**src/rtl/core_tlb_lookup_arb.sv**
```systemverilog
// core_tlb_lookup_arb: shares one registered TLB lookup port between the
// data path (port 0) and instruction fetch (port 1); results return 1 cycle later.
// Ports: clk, rst (async, active-high); req_valid_i/req_vaddr_i/req_ready_o
// per-port request handshake; flush_i kills the issue slot; tlb_wr_i blocks
// lookups around entry writes; lookup_vaddr_o/lookup_resp_i connect to the TLB;
// resp_valid_o/resp_o route the result to the issuing port.

package core_tlb_pkg;
    typedef struct packed {
        logic        found;
        logic [19:0] ppn;
        logic [5:0]  ps;
        logic [1:0]  plv;
        logic [1:0]  mat;
        logic        d;
        logic        v;
    } tlb_s_resp_t;
endpackage

module core_tlb_lookup_arb
    import core_tlb_pkg::*;
#(
    parameter int STARVE_LIMIT = 4
) (
    input  logic             clk,
    input  logic             rst,
    input  logic [1:0]       req_valid_i,
    input  logic [1:0][31:0] req_vaddr_i,
    output logic [1:0]       req_ready_o,
    input  logic             flush_i,
    input  logic             tlb_wr_i,
    output logic [31:0]      lookup_vaddr_o,
    input  tlb_s_resp_t      lookup_resp_i,
    output logic [1:0]       resp_valid_o,
    output tlb_s_resp_t      resp_o
);

    localparam int CW = $clog2(STARVE_LIMIT + 1);
    localparam logic [CW-1:0] LIM = CW'(STARVE_LIMIT);

    // WR_BLOCK means a write was active last cycle: the entry update
    // lands on that edge, so this cycle is the post-write hold.
    typedef enum logic {
        RUN,
        WR_BLOCK
    } state_t;

    state_t        state_q, state_d;
    logic [CW-1:0] starve_q, starve_d;
    logic [1:0]    issued_q;
    logic [1:0]    grant;
    logic          blocked;
    logic          promote;

    always_ff @(posedge clk or posedge rst) begin
        if (rst) begin
            state_q  <= RUN;
            starve_q <= '0;
            issued_q <= 2'b00;
        end else begin
            state_q  <= state_d;
            starve_q <= starve_d;
            issued_q <= grant;
        end
    end

    always_comb begin
        state_d = state_q;
        case (state_q)
            RUN:      if (tlb_wr_i)  state_d = WR_BLOCK;
            WR_BLOCK: if (!tlb_wr_i) state_d = RUN;
            default:  state_d = RUN;
        endcase
    end

    assign blocked = rst | flush_i | tlb_wr_i | (state_q != RUN);
    assign promote = (starve_q >= LIM);

    always_comb begin
        grant = 2'b00;
        if (!blocked) begin
            if (promote) begin
                if (req_valid_i[1])      grant = 2'b10;
                else if (req_valid_i[0]) grant = 2'b01;
            end else begin
                if (req_valid_i[0])      grant = 2'b01;
                else if (req_valid_i[1]) grant = 2'b10;
            end
        end
    end

    // Counts every cycle port 1 waits, blocked cycles included.
    always_comb begin
        starve_d = starve_q;
        if (flush_i || !req_valid_i[1] || grant[1])
            starve_d = '0;
        else if (starve_q < LIM)
            starve_d = starve_q + CW'(1);
    end

    assign req_ready_o    = grant;
    assign lookup_vaddr_o = grant[1] ? req_vaddr_i[1] : req_vaddr_i[0];
    assign resp_valid_o   = issued_q;
    assign resp_o         = lookup_resp_i;

endmodule

```
**config.mk**
```make
export PLATFORM = sky130hd
export DESIGN_NAME = core_tlb_lookup_arb
export DESIGN_NICKNAME = d
export VERILOG_FILES = /design/src/rtl/core_tlb_lookup_arb.sv
export SDC_FILE = /design/constraint.sdc
export NUM_CORES = 1
export LEC_CHECK = 0
export BUFFER_PORTS_ARGS = -buffer_cell sky130_fd_sc_hd__buf_2
export CORE_AREA = 2 2 66 68
export DETAILED_ROUTE_END_ITERATION = 10
export DIE_AREA = 0 0 68 70
export HOLD_SLACK_MARGIN = 0.12
export PLACE_DENSITY = 0.83
export SLEW_MARGIN = 20
export SYNTH_ARGS = -nofsm -noshare
export SYNTH_HDL_FRONTEND = slang
export SYNTH_SLANG_ARGS = --single-unit
```
**constraint.sdc**
```tcl
create_clock -name clk -period 1.7 [get_ports clk]
set_input_delay 0.34 -clock clk [delete_from_list [all_inputs] [get_ports clk]]
set_output_delay 0.34 -clock clk [all_outputs]
set_load 0.1 [all_outputs]
```
# Yosys cells after proc, flatten, opt, wreduce, memory -nomap -nowiden
# Index checks and enable logic that the tools add are counted.
# W data, S select, Z words.
[op_classes]
muxes = 10
magnitude_cmp = 2
bitwise_logic = 3
n_reduce_logical = 4
n_addsub = 1
[op_table]
columns = ["cell", "count"]
rows = [
  ["$mux W32", 1],
  ["$mux W2", 5],
  ["$mux W3", 2],
  ["$add A3 B1 Y3 const B", 1],
  ["$ge A3 B3 Y1 const B", 1],
  ["$lt A3 B3 Y1 const B", 1],
  ["$or A1 B1 Y1", 3],
  ["$logic_or A1 B1 Y1", 2],
  ["$mux W1", 2],
  ["$reduce_bool A2 Y1", 1],
  ["$logic_not A1 Y1", 1],
]
[word_totals]
out_inout_bits = 69
input_bits = 103
regBits = 6

# Logic depth before layout (Yosys ltp)
[depth]
word_depth = 6
ltp_mapped = 5
ltp_nobuf = 4

# Worst setup path after synthesis
# OpenSTA, ideal clock, no wires.
[synth_timing]
kind = "in2out"
start = "input rst"
end = "output req_ready_o[1]"
arrival_time_ps = 1614
setup_slack_ps = -254
t_required_ps = 1360
n_path_buf = 1
cell_stages = 4
cell_sequence = "nor4_4 -> nand3_4 -> buf_6 -> inv_1"
[synth_via]
elab_chain_cells = 4
[synth_rtl]
columns = ["element", "line_no", "source"]
rows = [
  ["from (decl)", "26", "input logic rst,"],
  ["$or A1 B1 Y1 (3 in a row)", "76", "assign blocked = rst | flush_i | tlb_wr_i | (state_q != RUN);"],
  ["$mux W2", "81", "if (!blocked) begin"],
  ["to (decl)", "29", "output logic [1:0] req_ready_o,"],
]
# Every way passes these cells.

# Worst setup path in the final report
[layout_timing]
start = "register state_q"
end = "output lookup_vaddr_o[10]"
[layout_via]
elab_chain_cells = 3
[layout_rtl]
columns = ["element", "line_no", "source"]
rows = [
  ["from (decl)", "48", "state_t state_q, state_d;"],
  ["from (signal assigned)", "61", "state_q <= state_d;"],
  ["$or A1 B1 Y1", "76", ""],
  ["$mux W2", "81", ""],
  ["$mux W32", "102", "assign lookup_vaddr_o = grant[1] ? req_vaddr_i[1] : req_vaddr_i[0];"],
  ["to (decl)", "32", "output logic [31:0] lookup_vaddr_o,"],
]
# Every way passes these cells.

==> metrics.md <==
| Metric | Value |
|---|---|
| Initial antenna violation count | `0` |
| Reg clk slew, reported paths | `40 ps` |
| Final setup viols | `33` |
| Largest net degree at the start of global routing | `24` |
| Yosys top cell area share | `0.390` |
| Cell Area, Synth | `1040 sq um` |
| Failing checks | `negative setup slack` |
| Routed via count | `960` |
| Final worst slack | `-352 ps` |
| Sequential element share of the synthesized area | `0.144` |
| TritonCTS buffer count | `3` |
| Global-route wire length before repair | `4600 um` |
| Final cycle utilization of the critical path | `1.21` |
| Drt drc | `0` |
| FF/Latch Area | `150 sq um` |
| Die area | `4760 sq um` |
| Synthesis Warnings | `0` |
| Fillers | `353` |
| Crit-path max FO | `23` |
| Internal power | `0.593 mW` |
| Footprint of the multi-input gates | `604 sq um` |
| # port buffers | `105` |
| Average instance area after synthesis | `11.4 sq um` |
| Worst R2R Path Depth | `6` |
| Switching share of power | `0.460` |
| Num ports | `172` |
| Clock Root Buffer | `clkbuf_8` |
| R2r endpoint | `starve_q[1]$_DFFE_PP0P_` |
| Antenna diodes | `0` |
| Top delay family on crit path | `flip-flops` |
| Die Y | `70 um` |
| CTS tree | `built` |
| DRT antenna net count | `0` |
| Post-DP HPWL | `2650 um` |
| Cell variety after synth | `17` |
| CP peak stage delay | `390 ps` |
| Synth Instances | `91` |
| Final Power | `1.10 mW` |
| Row count | `24` |
| Clock Tree Buf Depth | `2` |
| WHS Endpoint | `state_q$_DFF_PP0_` |
| Worst min path class | `primary input to flop` |
| Initial Util | `0.251` |
| Core area | `4140 sq um` |
| Via-to-Cell Ratio | `4.32` |
| Max Clock Skew | `0.856 ps` |
| Maximum clock frequency | `487 MHz` |
| Area contributors post-synth | `mux2_4 (39%), buf_4 (24%), dfrtp_1 (14%)` |
| RSZ-0062 raised after global routing | `yes` |
| Reg-to-reg slack, setup | `330 ps` |
| Grt ovf | `0` |
| Hold Slack | `274 ps` |
| Outcome | `finished, violations left` |
| H-tree Lvls | `1` |
| Worst Path Buf+Inv | `2` |
| Post_cts resized | `0` |
| Routed len/inst | `13.8 um` |
| Slew Viols, Final | `0` |
| R2r startpoint | `starve_q[2]$_DFFE_PP0P_` |
| VDD IR max | `0.225 mV` |
| Placer congestion estimate | `0.683` |
| Psw | `0.504 mW` |
| Most common cell on crit path | `buf_12` |
| Drt initial violations | `20` |
| Post-place setup slack | `-315 ps` |
| Hold Path Stages | `1` |
| Sequential Power Share | `0.138` |
| Clock Latency Late Sink | `230 ps` |
| Slew @ Worst Pin | `495 ps` |
| Clock share of power | `0.206` |
| DRT Pass-1 Iters | `4` |
| CP required | `1360 ps` |
| Share of cells above drive strength 1 | `0.894` |
| Number of global-route vias before repair | `1003` |
| Post-synth top area cell | `mux2_4` |
| WS Path Type | `flop to output pin` |
| Final nets | `277` |
| CP cell instances | `nor4_4 > nand3_4 > buf_12 > mux2_4 > buf_12` |
| CP endpoint kind | `output pin` |
| Critical path launch point type | `flop` |
| Total of max-cap violations | `0` |
| Seq cells post-synth | `6` |
| CTS sink cnt | `6` |
| Final hold viol count | `0` |
| Logic pwr share | `0.657` |
| Final WL | `3070 um` |
| Syn Nets | `196` |
| Area added between synthesis and finish | `92.3%` |
| Slew headroom | `0.672` |
| Pleak | `1.09 nW` |
| Minimum clock period | `2050 ps` |
| Hold Startpoint | `tlb_wr_i` |
| Die width | `68 um` |
| CP max-delay cell | `dfrtp_1` |
| GRT Overall Usage | `0.128` |
| WP data arrival | `1710 ps` |
| P per Cell Area | `549 nW/um^2` |
==> worst max path at each step <==
| stage | cells past startpoint | to | startpoint | slack (ps) |
|---|---|---|---|---|
| floorplan | 4 | lookup_vaddr_o[0] | rst | -80 |
| global placement | 6 | lookup_vaddr_o[10] | rst | -280 |
| detailed placement | 6 | lookup_vaddr_o[10] | rst | -310 |
| CTS | 5 | lookup_vaddr_o[10] | state_q$_DFF_PP0_ | -350 |
| global route | 5 | lookup_vaddr_o[10] | state_q$_DFF_PP0_ | -420 |
| finish | 5 | lookup_vaddr_o[10] | state_q$_DFF_PP0_ | -350 |
==> logic make-up (layout without fill, tap and decap cells) <==
| kind of cell | count (synthesis) | count (layout) | synth area share |
|---|---|---|---|
| buffers and inverters | 41 | 120 | 0.289 |
| muxes | 33 | 33 | 0.454 |
| and+or+nand+nor | 7 | 7 | 0.0698 |
| DFF | 6 | 6 | 0.144 |
| adders and majority gates | 2 | 2 | 0.0241 |
| AOI/OAI and AO/OA | 1 | 1 | 0.0108 |
| xor gates and xnor gates | 1 | 1 | 0.00843 |
==> area by class of cell <==
cell class / count / area share
inverters: 5 / 0.0113
flip-flops and latches: 6 / 0.0751
clock buffers: 3 / 0.0207
repair buffers: 112 / 0.558
well taps: 52 / 0.0325
multi-input cells: 44 / 0.302
==> layout by cell type (no fill, tap or decap), drive strengths merged <==
master,synthesis,layout
and3,1,1
nor4,1,1
nand2,1,1
clkinvlp,0,1
mux2,32,32
clkbuf,0,3
nand2b,1,1
dfrtp,6,6
ha,2,2
xnor2,1,1
nand3,1,1
mux2i,1,1
o2111a,1,1
inv,5,4
nor4b,1,1
buf,36,111
and4,1,1
dlygate4sd3,0,1
==> through the flow <==
stage	TNS, ps	utilization	instances	instance area (sq um)
2_1_floorplan	-2550	-	91	1060
3_3_place_gp	-7810	0.470	218	1950
3_5_place_dp	-8990	0.470	218	1950
4_1_cts	-10130	0.482	222	2000
5_1_grt	-12270	0.482	222	2000
6_report	-10010	0.482	222	2000
==> flip-flops by register name, summed over array words and instances, names as in the netlist <==
name,count
starve_q,3
resp_valid_o,2
state_q,1
==> power groups by stage <==
stage | sequential, mW | clock, mW | combinational [mW]
final | 0.151 | 0.226 | 0.720
after global routing | 0.152 | 0.232 | 0.745
after CTS | 0.151 | 0.228 | 0.726
after detailed placement | 0.153 | 0 | 0.722
after global placement | 0.153 | 0 | 0.714
after floorplan | 0.157 | 0 | 0.785
==> worst register-to-register path, stage by stage (launching register included) <==
cell        delay [ps]
dfrtp_1            380
nand2b_4           160
nand3_4             90
buf_12             160
clkinvlp_4         110
buf_4              150
nor4b_2            240
==> synthesized netlist by cell type <==
cell	n
and3_1	1
and4_1	1
buf_4	33
buf_6	3
dfrtp_1	6
ha_1	2
inv_1	5
mux2_2	5
mux2_4	27
mux2i_1	1
nand2_1	1
nand2b_1	1
nand3_4	1
nor4_4	1
nor4b_1	1
o2111a_1	1
xnor2_1	1
==> metal layers <==
metal,track usage,wire length (um),vias to the layer above
met5,0,0,-
met4,0.0667,66,0
met3,0.0419,373,12
met2,0.227,1630,78
met1,0.129,1010,432
li1,-,-,438
==> what timing repair did <==
item | 4_1_cts | 5_1_grt
setup buffers | 0 | 0
hold endpoints to repair | 6 | 0
endpoints found under the setup margin | 33 | 33
hold buffers | 1 | 0
(Power assumes the default switching activity.)
